### config.mk
export PLATFORM = sky130hd
export DESIGN_NAME = instr_loader
export DESIGN_NICKNAME = d
export VERILOG_FILES = /design/src/rtl/instr_loader.sv
export SDC_FILE = /design/constraint.sdc
export NUM_CORES = 1
export LEC_CHECK = 0
export ABC_CLOCK_PERIOD_IN_PS = 2300
export BUFFER_PORTS_ARGS = -buffer_cell sky130_fd_sc_hd__clkbuf_2
export CORE_ASPECT_RATIO = 1.25
export CORE_MARGIN = 3
export CORE_UTILIZATION = 26
export DETAILED_ROUTE_END_ITERATION = 10
export GPL_ROUTABILITY_DRIVEN = 0
export HOLD_SLACK_MARGIN = 0.08
export SYNTH_ARGS = -nofsm -noshare
export SYNTH_HDL_FRONTEND = slang
export SYNTH_SLANG_ARGS = --single-unit
### constraint.sdc
create_clock -name clk -period 2.3 [get_ports clk]
set_input_delay 0.23 -clock clk [delete_from_list [all_inputs] [get_ports clk]]
set_output_delay 0.23 -clock clk [all_outputs]
set_load 0.02 [all_outputs]
### src/rtl/instr_loader.sv
// instr_loader: host-side sequential imem loader with single-word readback and core release
module instr_loader #(
    parameter int AW = 3,
    parameter int DW = 32
) (
    input  logic          clk,
    input  logic          reset,
    input  logic          start,
    input  logic [DW-1:0] data_in,
    input  logic          rd_req,
    input  logic [AW-1:0] rd_addr,
    output logic          mem_we,
    output logic          mem_re,
    output logic [AW-1:0] mem_addr,
    output logic [DW-1:0] mem_wdata,
    input  logic [DW-1:0] mem_rdata,
    output logic [DW-1:0] data_out,
    output logic          rd_valid,
    output logic          cpu_run,
    output logic [AW:0]   word_count,
    output logic          overflow,
    output logic          busy
);
    typedef enum logic [2:0] {IDLE, LOAD, RUN, RD_ISSUE, RD_WAIT} state_t;

    localparam logic [AW:0] DEPTH = {1'b1, {AW{1'b0}}};

    state_t        state, state_nx, ret_state;
    logic [AW:0]   count;
    logic [AW-1:0] rd_addr_q;
    logic [DW-1:0] data_q;
    logic          full, accept;

    assign full       = count == DEPTH;
    assign accept     = (state == IDLE || state == LOAD) && start;
    assign rd_valid   = state == RD_WAIT;
    assign data_out   = rd_valid ? mem_rdata : data_q;
    assign busy       = state == LOAD || state == RD_ISSUE || state == RD_WAIT;
    assign word_count = count;

    // next state and imem port drive; reset forces the port quiet immediately
    always_comb begin
        state_nx  = state;
        mem_we    = 1'b0;
        mem_re    = 1'b0;
        mem_addr  = '0;
        mem_wdata = '0;
        case (state)
            IDLE:     state_nx = start ? LOAD : rd_req ? RD_ISSUE : IDLE;
            LOAD:     state_nx = start ? LOAD : RUN;
            RUN:      state_nx = rd_req ? RD_ISSUE : RUN;
            RD_ISSUE: state_nx = RD_WAIT;
            RD_WAIT:  state_nx = ret_state;
            default:  state_nx = IDLE;
        endcase
        if (accept && !full) begin
            mem_we    = 1'b1;
            mem_addr  = count[AW-1:0];
            mem_wdata = data_in;
        end
        if (state == RD_ISSUE) begin
            mem_re   = 1'b1;
            mem_addr = rd_addr_q;
        end
        if (reset) begin
            mem_we    = 1'b0;
            mem_re    = 1'b0;
            mem_addr  = '0;
            mem_wdata = '0;
        end
    end

    // state, write pointer, sticky flags and readback capture
    always_ff @(posedge clk) begin
        if (reset) begin
            state     <= IDLE;
            ret_state <= IDLE;
            count     <= '0;
            rd_addr_q <= '0;
            data_q    <= '0;
            overflow  <= 1'b0;
            cpu_run   <= 1'b0;
        end else begin
            state    <= state_nx;
            count    <= mem_we ? count + (AW+1)'(1) : count;
            overflow <= overflow | (accept && full);
            cpu_run  <= cpu_run | (state == LOAD && !start);
            if (state_nx == RD_ISSUE) begin
                rd_addr_q <= rd_addr;
                ret_state <= state;
            end
            if (state == RD_WAIT) data_q <= mem_rdata;
        end
    end
endmodule

==> results.toml <==
[status]
outcome = "completed"

[logic_synthesis]
synth_cells = 225
yosysTopAreaCell = "dfxtp_1"
ys.flop_type = "dfxtp_1"
synthesis.nets = 298
synthTopCellsByArea = "dfxtp_1, mux2_1, and2_1"
yosysWarnings = 0
async_flop_share = 0
synth_area_um2 = 2281
synth.distinct_cells = 39
syn_area_per_cell_um2 = 10.14
synth_edf_count = 0
yosysSeqAreaShare = 0.4125
yosysTopAreaCellShare = 0.4125
synth-seq-cells = 47

[layout]
layout_commonest_cell = "clkbuf_2"
finalInstanceArea_um2 = 3288
nNetsFinal = 450
syn2layout_area_growth_pct = 44.16
regArea_um2 = 945.9
fill_cells = 870
mostFrequentLayoutCells = "clkbuf_2, dfxtp_1, and2_1"
multi_input_area_um2 = 1241
diodes = 0
final_core_util = 0.3924
layout-drive-gt1-share = 0.5026

[grt]
grt_pass1_vias = 2120
grt_pass1_wl_um = 9839
grt_start_max_net_pins = 33
antenna_found_initial = 0
overflow = 0
grt_usage = 0.1187

[worst_hold_path]
hold_path_end = "rd_addr_q[2]"
whs_path_depth = 3
min_path_type = "in2reg"
hold_path_startpoint = "rd_addr[2]"

[timing]
tns_ps = 0
fin_skew_ps = 9.006
final-setup-viol-count = 0
tightest_slew_ps = 528.2
min_period_over_period = 0.9658
fmax_ghz = 0.4502
relSlewSlack = 0.6478
rsz0062_at_grt = "yes"
hold_violations = 0
drv_slew = 0
fin_crit_ps = 2221

[setup_path]
worstPathRequired_ps = 2070
cp_cell_sequence = "inv_1, ha_2, and3b_1, and2b_2, and2b_2, buf_2, and2_1, clkbuf_2"
critPathMaxFanout = 10
start_kind = "flip-flop"
rr_worst_depth = 5
worst_setup_path_end_kind = "output pin"
crit_top_cell = "and2b_2"
r2r_setup_slack_ps = 590
r2r-start = "state[2]"
worst_path_largest_cell_delay_ps = 360
worst-setup-path-type = "reg2out"
crit_slowest_cell = "dfxtp_4"
worstReg2RegEnd = "data_q[10]"
worst-endpoint-arrival_ps = 1990

[floorplan]
core_um2 = 8379
ios = 148
start_util = 0.2722
fp.dieW_um = 89.78
dieArea_um2 = 9940
rows = 37
die_h_um = 110.7

[power]
peakVddDrop_v = 0.0003077
power.density_nw_per_um2 = 518.8
power_leakage_nw = 1.672
finalPower_mw = 1.706

[clock_network]
clk-insertion-delay-late_ps = 290
cts-root-buf = "clkbuf_8"
hold_buffers = 0
cts_buffers = 5
cts_tree = "yes"
cts_buffer_depth = 2
h-tree-depth = 2
path_clk_slew_ps = 90
clock_sinks = 47

[placed_design]
dp_hpwl_um = 4833
io_buffer_count = 147
dpl-instance-area_um2 = 3154

[routing]
drt-total-wl_um = 6135
drtIter0Drc = 33
vias = 2144
wl_per_cell_um = 12.39
drcViolationCount = 0
first_pass_iters = 4
ant_nets = 0
post_drt_via_cell_ratio = 4.331

[job]
max_cap_viol_count = 0
power breakdown:
part | leakage, nW | internal [mW] | switching (mW) | total, mW
clock network | 0.0402 | 0.212 | 0.284 | 0.496
logic | 1.25 | 0.163 | 0.192 | 0.355
registers | 0.381 | 0.836 | 0.0189 | 0.855
total | 1.67 | 1.21 | 0.495 | 1.71
final cells by class:
type                       count  area share
tap                          117     0.04452
inverter                       7    0.007991
multi-input combinational    157      0.3775
clock buffer                   5     0.02093
timing repair buffer         159      0.2553
sequential                    47      0.2877
clock inverter                 3    0.006088
logic make-up (layout without fill, tap and decap cells):
| kind of cell | count (synthesis) | in the layout | synth area share |
|---|---|---|---|
| AO/OA/AOI/OAI | 16 | 16 | 0.05431 |
| AND/OR/NAND/NOR | 99 | 99 | 0.2715 |
| buffers and inverters | 21 | 174 | 0.04717 |
| flip-flops | 47 | 47 | 0.4125 |
| XOR/XNOR | 2 | 2 | 0.007681 |
| adder cells (fa/ha/maj) | 2 | 2 | 0.01097 |
| multiplexers | 38 | 38 | 0.1958 |
layer usage:
| layer | global-route usage | share of wire | vias to the layer above |
|---|---|---|---|
| met4 | 0.03681 | 0.0080 | 0 |
| met1 | 0.1183 | 0.37 | 971 |
| met5 | 0 | 0 | - |
| li1 | - | - | 1043 |
| met3 | 0.05092 | 0.12 | 6 |
| met2 | 0.2209 | 0.50 | 124 |
cell usage after synthesis (2+ instances only):
library cell,n
buf_6,3
nand2_1,3
mux2_2,5
nor2b_1,30
and2_1,32
clkbuf_1,7
inv_1,6
a221oi_1,2
nor2_1,11
dfxtp_1,47
nand2b_1,10
a22oi_1,3
ha_1,2
mux2_4,7
a21oi_1,4
mux2i_1,6
mux2_1,20
a31oi_1,2
buf_2,2
and2b_1,4
state kept, by name, indices dropped and copies added (netlist names):
signal and count:
word_count 4, rd_addr_q 3, cpu_run 1, overflow 1, data_q 32, state 3, ret_state 3
what timing repair did:
item                                    4_1_cts  5_1_grt
gates resized for setup                       2       10
endpoints found under the setup margin       35       35
buffers inserted                              0        3
cloned                                        0        1
pin swaps                                     0        0
endpoints found under the hold margin         0        0
critical path: cells and delay by family, from the launching register on:
kind	cells	cell delay, ps
adder cells (fa/ha/maj)	1	170
buffers and inverters	3	380
AND/OR/NAND/NOR	4	790
flip-flops	1	360
how the worst max path moves through the flow:
stage | startpoint | end | slack, ps | cells after the start
6_report | word_count[1] | mem_wdata[17] | 80 | 8
5_1_grt | word_count[1] | mem_wdata[18] | -30 | 8
4_1_cts | word_count[1] | mem_wdata[23] | 0.1 | 8
3_5_place_dp | word_count[1] | mem_wdata[23] | 280 | 8
3_3_place_gp | state[2] | data_out[12] | 330 | 5
2_1_floorplan | word_count[0] | mem_wdata[22] | 220 | 7
per-stage QoR:
stage | setup slack (ps) | std cells | hold slack [ps]
global placement | 329.8 | 483 | 461.1
detailed placement | 279.8 | 483 | 467.8
global route | -34.59 | 495 | 171.1
finish | 78.63 | 495 | 180.3
floorplan | 219.5 | 225 | 385.5
CTS | 0.1017 | 491 | 164.3
Note: power is estimated with default switching activity, not from simulation.
